`src/rtl/flash_arb_pkg.sv`:
```
// Shared definitions for the flash access arbiter: FSM state encoding,
// requester indices and the default WAIT timeout.
package flash_arb_pkg;

    typedef enum logic [1:0] {
        ST_IDLE     = 2'd0,
        ST_ISSUE    = 2'd1,
        ST_WAIT     = 2'd2,
        ST_COMPLETE = 2'd3
    } arb_state_t;

    // Bit positions in req/cmd_wr/gnt/done; last_served stores the index.
    localparam int REQ_A = 0;
    localparam int REQ_B = 1;

    localparam int TIMEOUT_CYC_DEFAULT = 1024;

endpackage

```
`src/rtl/rr_arbiter2.sv`:
```
// Two-way round-robin picker. A sole requester always wins; on a tie the
// requester that was not served last wins. Purely combinational.
module rr_arbiter2
    import flash_arb_pkg::*;
(
    input  logic [1:0] req,
    input  logic       last_served,
    output logic [1:0] winner
);

    // Pick A when it is alone or when B had the previous turn, else B if asking
    always_comb begin
        winner = 2'b00;
        if (req[REQ_A] && (!req[REQ_B] || (last_served == 1'(REQ_B)))) begin
            winner[REQ_A] = 1'b1;
        end else if (req[REQ_B]) begin
            winner[REQ_B] = 1'b1;
        end
    end

endmodule

```
`src/rtl/flash_access_arbiter.sv`:
```
// Arbitrates two requesters (A = host/UART, B = scoreboard) onto a single
// flash manager port. One access at a time: latch fields, strobe fl_trg,
// wait for fl_tx_trig, pulse done.
// Optional build macro FLASH_ARB_TIMEOUT_EN: bounds the WAIT state to
// TIMEOUT_CYC cycles and reports an abort on timeout_err.
//
// state       | meaning
// ------------+-------------------------------------------------------------
// ST_IDLE     | no access in flight; arbitrate and latch winner's fields
// ST_ISSUE    | one-cycle fl_trg to the flash manager, gnt raised
// ST_WAIT     | waiting for fl_tx_trig (or timeout when enabled)
// ST_COMPLETE | one-cycle done pulse to the winner, gnt drops on exit
module flash_access_arbiter
    import flash_arb_pkg::*;
#(
    parameter int TIMEOUT_CYC = TIMEOUT_CYC_DEFAULT
) (
    input  logic        CLK_50MHZ,
    input  logic        RST,
    input  logic [1:0]  req,
    input  logic [1:0]  cmd_wr,
    input  logic [15:0] addr,
    input  logic [15:0] wdata,
    output logic [1:0]  gnt,
    output logic [1:0]  done,
    output logic [7:0]  rdata,
    output logic        timeout_err,
    output logic        fl_trg,
    output logic        fl_cmd,
    output logic [7:0]  fl_addr,
    output logic [7:0]  fl_wdata,
    input  logic        fl_tx_trig,
    input  logic [7:0]  fl_rdata
);

    arb_state_t state;
    arb_state_t state_nxt;
    logic [1:0] winner;
    logic [1:0] win_q;
    logic       last_served;
    logic       sel_b;
    logic       wait_expired;

    rr_arbiter2 u_rr_arbiter2 (
        .req         (req),
        .last_served (last_served),
        .winner      (winner)
    );

    assign sel_b = winner[REQ_B];

    // State register
    always_ff @(posedge CLK_50MHZ) begin
        if (RST) begin
            state <= ST_IDLE;
        end else begin
            state <= state_nxt;
        end
    end

    // Next-state logic; the COMPLETE->IDLE->ISSUE path keeps fl_trg at least
    // three cycles behind the previous fl_tx_trig
    always_comb begin
        state_nxt = state;
        case (state)
            ST_IDLE:     if (|req) state_nxt = ST_ISSUE;
            ST_ISSUE:    state_nxt = ST_WAIT;
            ST_WAIT:     if (fl_tx_trig || wait_expired) state_nxt = ST_COMPLETE;
            ST_COMPLETE: state_nxt = ST_IDLE;
            default:     state_nxt = ST_IDLE;
        endcase
    end

    // Outputs decoded from state and the latched winner
    always_comb begin
        gnt    = 2'b00;
        done   = 2'b00;
        fl_trg = 1'b0;
        case (state)
            ST_ISSUE: begin
                gnt    = win_q;
                fl_trg = 1'b1;
            end
            ST_WAIT: begin
                gnt = win_q;
            end
            ST_COMPLETE: begin
                gnt  = win_q;
                done = win_q;
            end
            default: ;
        endcase
    end

    // Latch the winner and its access fields on the way into ISSUE; capture
    // flash read data (reads and writes alike) only while waiting
    always_ff @(posedge CLK_50MHZ) begin
        if (RST) begin
            win_q       <= 2'b00;
            last_served <= 1'(REQ_B);
            fl_cmd      <= 1'b0;
            fl_addr     <= 8'h00;
            fl_wdata    <= 8'h00;
            rdata       <= 8'h00;
        end else begin
            if ((state == ST_IDLE) && (|req)) begin
                win_q       <= winner;
                last_served <= sel_b;
                fl_cmd      <= sel_b ? cmd_wr[REQ_B] : cmd_wr[REQ_A];
                fl_addr     <= sel_b ? addr[15:8]    : addr[7:0];
                fl_wdata    <= sel_b ? wdata[15:8]   : wdata[7:0];
            end
            if ((state == ST_WAIT) && fl_tx_trig) begin
                rdata <= fl_rdata;
            end
        end
    end

`ifdef FLASH_ARB_TIMEOUT_EN
    localparam int CNT_W = $clog2(TIMEOUT_CYC) + 1;

    logic [CNT_W-1:0] wait_cnt;
    logic             abort_q;

    // Count WAIT cycles from zero; remember whether WAIT ended by expiry
    always_ff @(posedge CLK_50MHZ) begin
        if (RST) begin
            wait_cnt <= '0;
            abort_q  <= 1'b0;
        end else begin
            if (state == ST_ISSUE) begin
                wait_cnt <= '0;
            end else if (state == ST_WAIT) begin
                wait_cnt <= wait_cnt + CNT_W'(1);
            end
            abort_q <= (state == ST_WAIT) && !fl_tx_trig && wait_expired;
        end
    end

    assign wait_expired = (wait_cnt == CNT_W'(TIMEOUT_CYC - 1));
    assign timeout_err  = (state == ST_COMPLETE) && abort_q;
`else
    assign wait_expired = 1'b0;
    assign timeout_err  = 1'b0;
`endif

endmodule
```
`config.mk`:
```
export PLATFORM = sky130hd
export DESIGN_NAME = flash_access_arbiter
export DESIGN_NICKNAME = d
export VERILOG_FILES = /design/src/rtl/flash_arb_pkg.sv /design/src/rtl/rr_arbiter2.sv /design/src/rtl/flash_access_arbiter.sv
export SDC_FILE = /design/constraint.sdc
export NUM_CORES = 1
export LEC_CHECK = 0
export BUFFER_PORTS_ARGS = -buffer_cell sky130_fd_sc_hd__buf_2
export CAP_MARGIN = 20
export CORE_MARGIN = 1
export CORE_UTILIZATION = 42
export CTS_BUF_LIST = sky130_fd_sc_hd__clkbuf_8
export CTS_CLUSTER_SIZE = 8
export DETAILED_ROUTE_END_ITERATION = 12
export GPL_ROUTABILITY_DRIVEN = 1
export HOLD_SLACK_MARGIN = 0.03
export PLACE_DENSITY_LB_ADDON = 0.2
export SLEW_MARGIN = 40
export SYNTH_ARGS = -nofsm -noshare
export SYNTH_HDL_FRONTEND = slang
export SYNTH_SLANG_ARGS = --single-unit
export TNS_END_PERCENT = 5
```
`constraint.sdc`:
```
create_clock -name CLK_50MHZ -period 1.5 [get_ports CLK_50MHZ]
set_input_delay 0.225 -clock CLK_50MHZ [delete_from_list [all_inputs] [get_ports CLK_50MHZ]]
set_output_delay 0.225 -clock CLK_50MHZ [all_outputs]
set_load 0.005 [all_outputs]
```
==> out/metrics.csv <==
metric,value,unit
outcome,"complete, no violations",
critPathLaunchType,flip-flop,
drt_iter0_drc,47,
insertedDiodeCount,0,
cp_max_fo,3,
setup_viol,0,
synth_top_area_frac,0.4096,
placed_area,1918,um^2
firstDrtPassIters,4,
drc_errors,0,
max_freq,0.6942,GHz
drive_gt1_frac,0.4762,
end_kind,output port,
hold_path.class,input port to flip-flop,
antenna_found_initial,0,
slowest_stage,dfxtp_2,
power_leakage,0.9702,nW
port_buffers,76,
numCtsBuffers,5,
critical_path_class,flip-flop to output port,
gr-total-overflow,0,
holdBufCountCts,0,
dp.cells,289,
yosysWarningCount,0,
async_reset_ff_frac,0,
ios,78,
syn-cell-area,1466,um^2
synth-main-ff-cell,dfxtp_1,
netlist_instances,170,
ys_top_cells_by_area,"dfxtp_1 (41%), a211oi_2 (7.7%), nand2_1 (7.7%)",
synth_seq_area_share,0.4096,
clk_pin_slew,0.07,ns
wl,3.370,mm
start_util,0.4394,
core-area,3337,um^2
synth_edf_count,0,
gr-usage-all-layers,0.1897,
ys_types,28,
cellPowerDensity,1704,nW/um^2
hold_violations,0,
clk_latency,0.28,ns
gp_congestion,0.7078,
rows,21,
synth_top_area_cell,dfxtp_1,
clockBufferDepth,2,
critical_path.top_delay_family,flip-flops,
cts.root.buffer_cell,clkbuf_8,
grt_pass1_vias,1190,
area_delta_synth_final,38.82,%
stdcell_area,2036,um^2
grt_pass1_wl,5.112,mm
final_antenna_net_count,0,
drv_cap,0,
cp_cell_sequence,"buf_4, ha_1, and2_1, buf_2",
hpwl,2.447,mm
ys_top_cells_by_count,"dfxtp_1 (30), nand2_1 (30), a21oi_1 (19), nor2_1 (19)",
min_period_over_period,0.9603,
die_y,61.09,um
rsz0062_at_grt,no,
path_buf_inv,2,
cp_slowest_stage_delay,0.32,ns
final.min_clock_period,1.441,ns
vias,1429,
die_x,61.09,um
fin_setup_tns,0,ns
die_area,3732,um^2
slew_violations,0,
ys_ff_latch,30,
final_cells,298,
wire_per_inst,11.31,um
grt_max_degree,25,
fin_total_pwr,3.468,mW
vias_per_cell,4.795,
cts_tree,built,
crit_arrival,1.22,ns
cts_htree_levels,2,
cp_data_required_time,1.27,ns
avgSynthCellArea,8.626,um^2
ir_drop,0.0008812,V
cts.sinks,30,
nets,303,
synth_nets,222,
timing.hold.ws,0.1808,ns
skew,0.003462,ns
==> state kept, by name (all words and copies together), names as in the netlist <==
signal,flops
win_q,2
rdata,8
fl_cmd,1
last_served,1
fl_addr,8
fl_wdata,8
state,2
==> cell usage in the layout (no fill, tap or decap) <==
| cell type | synthesis | layout |
|---|---|---|
| buf_12 | 1 | 2 |
| buf_2 | 4 | 76 |
| inv_1 | 3 | 1 |
| mux2i_1 | 1 | 1 |
| conb_1 | 1 | 1 |
| clkinvlp_4 | 0 | 1 |
| o21ai_2 | 1 | 1 |
| a21boi_4 | 1 | 1 |
| dfxtp_2 | 0 | 2 |
| a21oi_1 | 19 | 19 |
| o21a_1 | 2 | 2 |
| clkinv_2 | 0 | 1 |
| ha_4 | 0 | 1 |
| clkbuf_8 | 0 | 6 |
| nor2_1 | 19 | 19 |
| dfxtp_1 | 30 | 28 |
| inv_2 | 0 | 2 |
| a21boi_1 | 1 | 1 |
| nand3_1 | 8 | 8 |
| buf_4 | 2 | 9 |
| nand2_1 | 30 | 30 |
| a32oi_1 | 1 | 1 |
| nand2b_1 | 3 | 3 |
| a211oi_1 | 8 | 8 |
| nor2b_1 | 2 | 2 |
| ha_1 | 5 | 4 |
| a211oi_2 | 9 | 9 |
| and2_1 | 2 | 2 |
| a21bo_1 | 1 | 1 |
| a21oi_2 | 9 | 9 |
| or3b_1 | 1 | 1 |
==> layout make-up <==
class,count,area (um^2)
fill,312,1301
multi-input combinational,124,780.7
sequential,30,603.1
timing repair buffer,87,488.0
clock buffer,6,82.58
tap,46,57.56
clock inverter,2,12.51
inverter,3,11.26
==> repair_timing <==
item / in CTS / in global routing
endpoints found under the setup margin: 2 / 2
buffers inserted: 0 / 1
gates resized for setup: 2 / 4
pin swaps: 0 / 1
==> cells by family after synthesis <==
kind of cell / Yosys count / synth area share
AO/OA/AOI/OAI: 52 / 0.2833
adder cells (fa/ha/maj): 5 / 0.04266
buffers and inverters: 16 / 0.06654
flip-flops: 30 / 0.4096
multiplexers: 1 / 0.006826
other: 1 / 0.002557
AND/OR/NAND/NOR: 65 / 0.1886
==> power breakdown <==
part,switching [mW],internal (mW)
combinational,0.839,0.788
clock,0.302,0.368
sequential,0.131,1.04
==> worst register-to-register path: cells and delay by family, from the launching register on <==
family                     cells  cell delay (ns)
AOI/OAI and AO/OA              2             0.33
adders and majority gates      1             0.14
buffers and inverters          1             0.08
DFF                            1             0.34
and+or+nand+nor                1             0.35
==> stage by stage <==
step	worst slack [ns]	utilization
4_1_cts	0.01093	0.6044
3_5_place_dp	0.05225	0.5748
6_report	0.05948	0.6100
2_1_floorplan	0.04745	-
5_1_grt	0.002255	0.6100
3_3_place_gp	0.08809	0.5748
==> per-layer routing <==
| layer | wire length, um | vias up | global-route usage |
|---|---|---|---|
| met1 | 1528 | 640 | 0.2487 |
| met3 | 178 | 5 | 0.04412 |
| li1 | - | 739 | - |
| met5 | 0 | - | 0 |
| met4 | 44 | 0 | 0.08766 |
| met2 | 1618 | 45 | 0.2966 |
==> worst paths after layout <==
| path | slack (ns) | from | end | cells past startpoint |
|---|---|---|---|---|
| max reg2reg | 0.16 | state[1] | state[0] | 5 |
| min | 0.18 | wdata[5] | fl_wdata[5] | 3 |
| min reg2reg | 0.45 | rdata[0] | rdata[0] | 2 |
| max | 0.06 | state[0] | done[0] | 4 |
No activity file was read; power rests on OpenSTA's default activity.
